===== src/rtl/pll_pkg.sv =====
// rtl/pll_pkg.sv - shared types and defaults for the PLL reset sequencer
package pll_pkg;

  typedef enum logic [1:0] {
    ST_WAIT = 2'd0,
    ST_QUAL = 2'd1,
    ST_CORE = 2'd2,
    ST_RUN  = 2'd3
  } pll_seq_state_t;

  localparam int PLL_STABLE_CYCLES = 1024;
  localparam int PLL_STAGE_GAP     = 16;

endpackage


===== src/rtl/sync2.sv =====
// rtl/sync2.sv - generic two-flop synchronizer with async active-low reset
module sync2 #(
  parameter int WIDTH = 1
) (
  input  logic             clock,
  input  logic             reset_n,
  input  logic [WIDTH-1:0] d,
  output logic [WIDTH-1:0] q
);

  logic [WIDTH-1:0] meta_q;
  logic [WIDTH-1:0] sync_q;

  always_ff @(posedge clock or negedge reset_n) begin
    if (!reset_n) begin
      meta_q <= '0;
      sync_q <= '0;
    end else begin
      meta_q <= d;
      sync_q <= meta_q;
    end
  end

  assign q = sync_q;

endmodule


===== src/rtl/pll_reset_seq.sv =====
// rtl/pll_reset_seq.sv - qualifies PLL lock and releases core then peripheral resets
module pll_reset_seq
  import pll_pkg::*;
#(
  parameter int STABLE_CYCLES = PLL_STABLE_CYCLES,
  parameter int STAGE_GAP     = PLL_STAGE_GAP,
  parameter int CNT_W         = 8
) (
  input  logic             clock,
  input  logic             reset_n,
  input  logic             locked,
  input  logic             clear_loss,
  output logic             lock_ok,
  output logic             rst_core_n,
  output logic             rst_periph_n,
  output logic [CNT_W-1:0] loss_count,
  output logic             lock_lost
);

  localparam int QW = (STABLE_CYCLES > 1) ? $clog2(STABLE_CYCLES) : 1;
  localparam int GW = (STAGE_GAP > 1) ? $clog2(STAGE_GAP) : 1;
  localparam logic [QW-1:0] QLAST = QW'(STABLE_CYCLES - 1);
  localparam logic [GW-1:0] GLAST = GW'(STAGE_GAP - 1);
  localparam logic [CNT_W-1:0] CNT_MAX = '1;

  logic locked_s;

  pll_seq_state_t   state_q, state_d;
  logic [QW-1:0]    qcnt_q, qcnt_d;
  logic [GW-1:0]    gcnt_q, gcnt_d;
  logic             loss_evt;
  logic             core_d, periph_d;
  logic [CNT_W-1:0] cnt_d;
  logic             lost_d;

  sync2 #(.WIDTH(1)) u_sync (
    .clock   (clock),
    .reset_n (reset_n),
    .d       (locked),
    .q       (locked_s)
  );

  always_comb begin
    state_d  = state_q;
    qcnt_d   = qcnt_q;
    gcnt_d   = gcnt_q;
    loss_evt = 1'b0;
    case (state_q)
      ST_WAIT: begin
        if (locked_s) begin
          state_d = ST_QUAL;
          qcnt_d  = QW'(1);
        end else begin
          qcnt_d = '0;
        end
      end
      ST_QUAL: begin
        if (!locked_s) begin
          state_d = ST_WAIT;
          qcnt_d  = '0;
        end else if (qcnt_q == QLAST) begin
          state_d = ST_CORE;
          gcnt_d  = '0;
        end else begin
          qcnt_d = qcnt_q + QW'(1);
        end
      end
      ST_CORE: begin
        if (!locked_s) begin
          state_d  = ST_WAIT;
          qcnt_d   = '0;
          loss_evt = 1'b1;
        end else if (gcnt_q == GLAST) begin
          state_d = ST_RUN;
        end else begin
          gcnt_d = gcnt_q + GW'(1);
        end
      end
      ST_RUN: begin
        if (!locked_s) begin
          state_d  = ST_WAIT;
          qcnt_d   = '0;
          loss_evt = 1'b1;
        end
      end
      default: begin
        state_d = ST_WAIT;
        qcnt_d  = '0;
        gcnt_d  = '0;
      end
    endcase
  end

  // Outputs are registered from the next state so they move on the same edge as the state.
  always_comb begin
    core_d   = (state_d == ST_CORE) || (state_d == ST_RUN);
    periph_d = (state_d == ST_RUN);
  end

  // A loss on the same edge as a clear wins, leaving a single counted loss.
  always_comb begin
    cnt_d  = loss_count;
    lost_d = lock_lost;
    if (loss_evt) begin
      lost_d = 1'b1;
      if (clear_loss) begin
        cnt_d = CNT_W'(1);
      end else if (loss_count != CNT_MAX) begin
        cnt_d = loss_count + CNT_W'(1);
      end
    end else if (clear_loss) begin
      cnt_d  = '0;
      lost_d = 1'b0;
    end
  end

  always_ff @(posedge clock or negedge reset_n) begin
    if (!reset_n) begin
      state_q      <= ST_WAIT;
      qcnt_q       <= '0;
      gcnt_q       <= '0;
      lock_ok      <= 1'b0;
      rst_core_n   <= 1'b0;
      rst_periph_n <= 1'b0;
      loss_count   <= '0;
      lock_lost    <= 1'b0;
    end else begin
      state_q      <= state_d;
      qcnt_q       <= qcnt_d;
      gcnt_q       <= gcnt_d;
      lock_ok      <= core_d;
      rst_core_n   <= core_d;
      rst_periph_n <= periph_d;
      loss_count   <= cnt_d;
      lock_lost    <= lost_d;
    end
  end

endmodule


===== config.mk =====
export PLATFORM = sky130hd
export DESIGN_NAME = pll_reset_seq
export DESIGN_NICKNAME = d
export VERILOG_FILES = /design/src/rtl/pll_pkg.sv /design/src/rtl/sync2.sv /design/src/rtl/pll_reset_seq.sv
export SDC_FILE = /design/constraint.sdc
export NUM_CORES = 1
export LEC_CHECK = 0
export CAP_MARGIN = 20
export CORE_MARGIN = 2
export CORE_UTILIZATION = 59
export CTS_CLUSTER_DIAMETER = 50
export DETAILED_ROUTE_END_ITERATION = 10
export HOLD_SLACK_MARGIN = 0.06
export PLACE_DENSITY = 0.82
export SLEW_MARGIN = 25
export SYNTH_ARGS = -nofsm -noshare
export SYNTH_HDL_FRONTEND = slang
export SYNTH_SLANG_ARGS = --single-unit

===== constraint.sdc =====
create_clock -name clock -period 3.3 [get_ports clock]
set_input_delay 0.66 -clock clock [delete_from_list [all_inputs] [get_ports clock]]
set_output_delay 0.66 -clock clock [all_outputs]
set_load 0.02 [all_outputs]

# == Word-level counts from Yosys, hierarchy flattened ==
# Cells that the tools add are included.
# Widths: inputs -> output; s select.
# word_totals
reg_bits,29
inputBits,4
out_inout_bits,12
elab_cells,60
# op_classes
addsub,3
eq_ne,14
n_mux,25
reduce_logical,9
# ops
op,count
$mux 8,4
$mux 10,3
$pmux 10 s3,1
$mux 4,4
$mux 2,6
$add 10x1->10 const B,1
$eq 10x10->1 const B,1
$add 8x1->8 const B,1
$eq 2x2->1 const B,4
$ne 8x8->1 const B,1
$pmux 2 s4,1
$pmux 4 s2,1
$ne 2x2->1 const B,3
$reduce_bool 2->1,3
$mux 1,5
$reduce_and 5->1,1
$add 4x1->4 const B,1
$eq 4x4->1 const B,1
$ne 2x1->1 const B,2
$reduce_and 2->1,2
$ne 3x3->1 const B,1
$eq 2x1->1 const B,1
$logic_not 2->1,1
$reduce_or 2->1,1
$logic_or 1x1->1,1

# == Logic depth before layout (Yosys ltp) ==
# logic_depth
ltp_word,6
mapped_depth,6
ltp_nobuf,5

# == By module ==
# From an unflattened synthesis, not the netlist that was laid out.
# hier_totals
cells_unflattened,157
hier_area_um2,1480.2
# modules_own_cells
module,n_inst,cells_each,area_per_inst_um2,seq_area_each_um2
pll_reset_seq,1,155,1430.1,650.6
sync2,1,2,50.0,50.0

# == Worst setup path before layout ==
# Ideal clock, no wire load.
# synth_timing
path_kind,register -> register
startpoint,"reg, netlist name rst_core_n"
endpoint,reg qcnt_q[6]
setup_time_ns,0.079
arrival_time_ns,1.422
required_time_ns,3.221
setup_slack_ns,1.799
stages_incl_launch_ff,5
n_path_buf,0
synth_period_minus_slack_ns,1.501
cell_sequence,dfrtp_1 a21boi_4 nand3_2 or4_1 a21oi_1
# synth_rtl
element,line_no,source
end signal: assignment,pll_reset_seq.sv:129,qcnt_q <= qcnt_d;
end: declaration,pll_reset_seq.sv:29,"logic [QW-1:0] qcnt_q, qcnt_d;"

# == Worst setup path after layout ==
# layout_timing
startpoint,reg rst_core_n
endpoint,out rst_core_n
# layout_rtl
element,line_no,source
start: declaration,pll_reset_seq.sv:14,"output logic rst_core_n,"
start signal: assignment,pll_reset_seq.sv:132,rst_core_n <= core_d;
# No word-level cell between the ends.

==> key figures <==
Critical path
  • Worst EP arrival: approximately 1700 ps
  • Worst EP required: around 2600 ps
  • Crit-path cells: clkdlybuf4s50_1
  • Crit-path max FO: 16
  • CP max stage delay: approximately 700 ps
  • Worst R2R Setup Slack: approximately 1400 ps
  • Largest delay share family, worst path: buffers and inverters
  • Startpoint Class: flop
  • Buf/Inv on CP: 1
  • Worst path slowest cell: clkdlybuf4s50_1
  • Setup CP Type: flop to primary output
  • Nature of the critical path endpoint: primary output

Yosys
  • Synth Register Bits: 28
  • Post-synth cell types: 41
  • Top FF cell, synth: dfrtp_1
  • Syn Area/Cell: between 9 and 10 um2
  • Post-Synthesis Net Count: around 160
  • Synth top cells by count: 28 x dfrtp_1, 12 x a21oi_1, 12 x nand2_1
  • Synth top area cells: dfrtp_1 47%, a21oi_1 4.0%, nand4_1 3.4%, nand2_1 3.0%, mux2i_1 2.7%
  • Register area share after synthesis: between 40% and 50%
  • Number of synthesized flops with an enable pin: 0
  • Cell with the most instances after synthesis: dfrtp_1
  • Synth Instances: 156
  • Leading area contributor after synthesis: dfrtp_1
  • Cell Area, Synth: approximately 1500 um2
  • Synth top area share: a little under half
  • FFs w/ async S/R, synth: 100%
  • Yosys synthesis warning count: 0

Timing
  • Worst-Margin Slew: 670 ps
  • Setup TNS: 0 ps
  • Max Freq: between 400 and 500 MHz
  • Final Hold Viols: 0
  • Final Cycle Share: between 70% and 80%
  • Post-route setup slack: approximately 950 ps
  • Worst Skew: approximately 6.4 ps
  • Setup violation total in the final timing report: 0
  • Worst slew margin: a little over half
  • Unrepaired setup endpoints after global routing: false
  • Crit path time final: ~2400 ps
  • Max Slew Vio Count: 0

Global route
  • Initial antenna violation count: 0
  • Global-route wire length before repair: 4960 um
  • Number of global-route vias before repair: between 1,000 and 1,500
  • Pin count of the biggest net entering global routing: 29
  • GR Overflow Total: 0
  • GR Util All Layers: about a quarter

Finish
  • Area delta synth->final: 11.8%
  • Nets: 177
  • Ant diodes: 0
  • Fillers: 187
  • Share of layout cells above drive strength 1: 4.76%

Die
  • Initial Util: around 61%
  • I/O pin cnt: 16
  • Die area: 2950 um2
  • Die Ht: ~54 um
  • FP Rows: 18
  • Area of the core: around 2400 um2
  • Die width: about 54 um

Detailed routing
  • Drc violations: 0
  • Drt pass-1 iters: 4
  • Detail Route Antenna Nets: 0
  • Detailed Route WL: between 3000 and 4000 um
  • Vias: roughly 1,300
  • Iter 0 DRT Violations: 42
  • DR WL/cell: around 15 um
  • Number of vias per cell: 6.45

Clock tree
  • H-tree depth: 1
  • Clock root cell: clkbuf_4
  • Postcts setup bufs: 0
  • CTS tree: yes
  • # hold bufs at CTS: 0
  • Clock buffer depth: 2
  • Clock Pin Slew Worst Setup and Hold Paths: ~130 ps
  • Resized Gates After CTS: 0
  • CTS buffer count: 3
  • Clock latency on the worst-skew pair: between 300 and 400 ps
  • Num Clock Sinks: 28

Status
  • Status: completed

Power
  • Power density cells: 310 nW/um2
  • Leakage: between 0.0006 and 0.0007 uW
  • Worst vdd rail ir drop: between 0.2 and 0.25 mV

Place
  • IO buf count: 15
  • DP HPWL: 2180 um
  • Dpl ws: approximately 1300 ps
  • GP Congestion: between 0.8 and 0.9

Hold path
  • Worst min path class: flop to flop

Run
  • Max_cap viols: 0
==> cell families after synthesis <==
| family | share of synthesized area, % |
|---|---|
| simple gates | 25.1 |
| compound gates | 17.7 |
| flops | 46.9 |
| buf+inv | 4.52 |
| mux | 2.68 |
| fa+ha+maj | 2.51 |
| xor+xnor | 0.586 |
==> routing by layer <==
metal	track usage [%]	share of wire, %	up-vias
li1	-	-	605
met1	29.1	44	618
met2	40.6	49	45
met3	3.28	5.0	9
met4	9.17	2.1	0
met5	0	0	-
==> layout make-up <==
class / instances / area [um2] / share of cell area, %
Multi-Input combinational cell: 114 / 726 / 43.4
Sequential cell: 28 / 701 / 41.9
Timing Repair Buffer: 16 / 158 / 9.44
Tap cell: 30 / 37.5 / 2.25
Inverter: 7 / 26.3 / 1.57
Clock buffer: 3 / 22.5 / 1.35
==> per-stage QoR <==
step | hold slack, ps | cell area [um2] | std cells | total power, uW | utilization, %
floorplan | 331 | 1490 | 156 | 370 | -
global placement | 343 | 1650 | 195 | 382 | 67.7
detailed placement | 343 | 1650 | 195 | 384 | 67.7
CTS | 374 | 1670 | 198 | 519 | 68.7
global route | 396 | 1670 | 198 | 538 | 68.7
finish | 375 | 1670 | 198 | 518 | 68.7
==> final timing paths <==
kind                                    start            end  cells after the start
min in group asynchronous             reset_n   rst_periph_n                      2
worst min register to register  u_sync.meta_q       u_sync.q                      0
worst max-delay path               rst_core_n     rst_core_n                      1
worst max register to register     rst_core_n  loss_count[0]                      3
max in group asynchronous             reset_n      lock_lost                      2
worst min-delay path            u_sync.meta_q       u_sync.q                      0
==> state kept, by name, summed over array words and instances, names as in the netlist <==
| signal | cells |
|---|---|
| gcnt_q | 4 |
| rst_periph_n | 1 |
| qcnt_q | 10 |
| lock_lost | 1 |
| rst_core_n | 1 |
| u_sync.q | 1 |
| state_q | 1 |
| u_sync.meta_q | 1 |
| loss_count | 8 |
==> power breakdown <==
group | total, uW | internal, uW | switching [uW] | leakage, uW
clock | 140 | 43.0 | 97.2 | 0.0000138
combinational | 22.9 | 8.74 | 14.2 | 0.000295
sequential | 354 | 347 | 7.95 | 0.000382
total | 518 | 398 | 119 | 0.000691
==> cell usage in the layout (no fill, tap or decap), types with 2 or more instances in the layout <==
master / count
mux2i_1: 4
nand3_1: 8
clkdlybuf4s50_1: 15
o211ai_1: 2
clkbuf_4: 3
or4_1: 3
a21oi_1: 12
o31ai_1: 4
nor3_1: 6
nor2b_1: 5
nand2b_1: 2
o21ai_0: 7
o21a_1: 3
nand2_1: 12
inv_1: 7
a31oi_1: 3
and3_1: 5
nand4_1: 8
ha_1: 3
dfrtp_1: 28
a211oi_1: 2
nor2_1: 8
and4_1: 2
No activity file was read; power rests on OpenSTA's default activity.
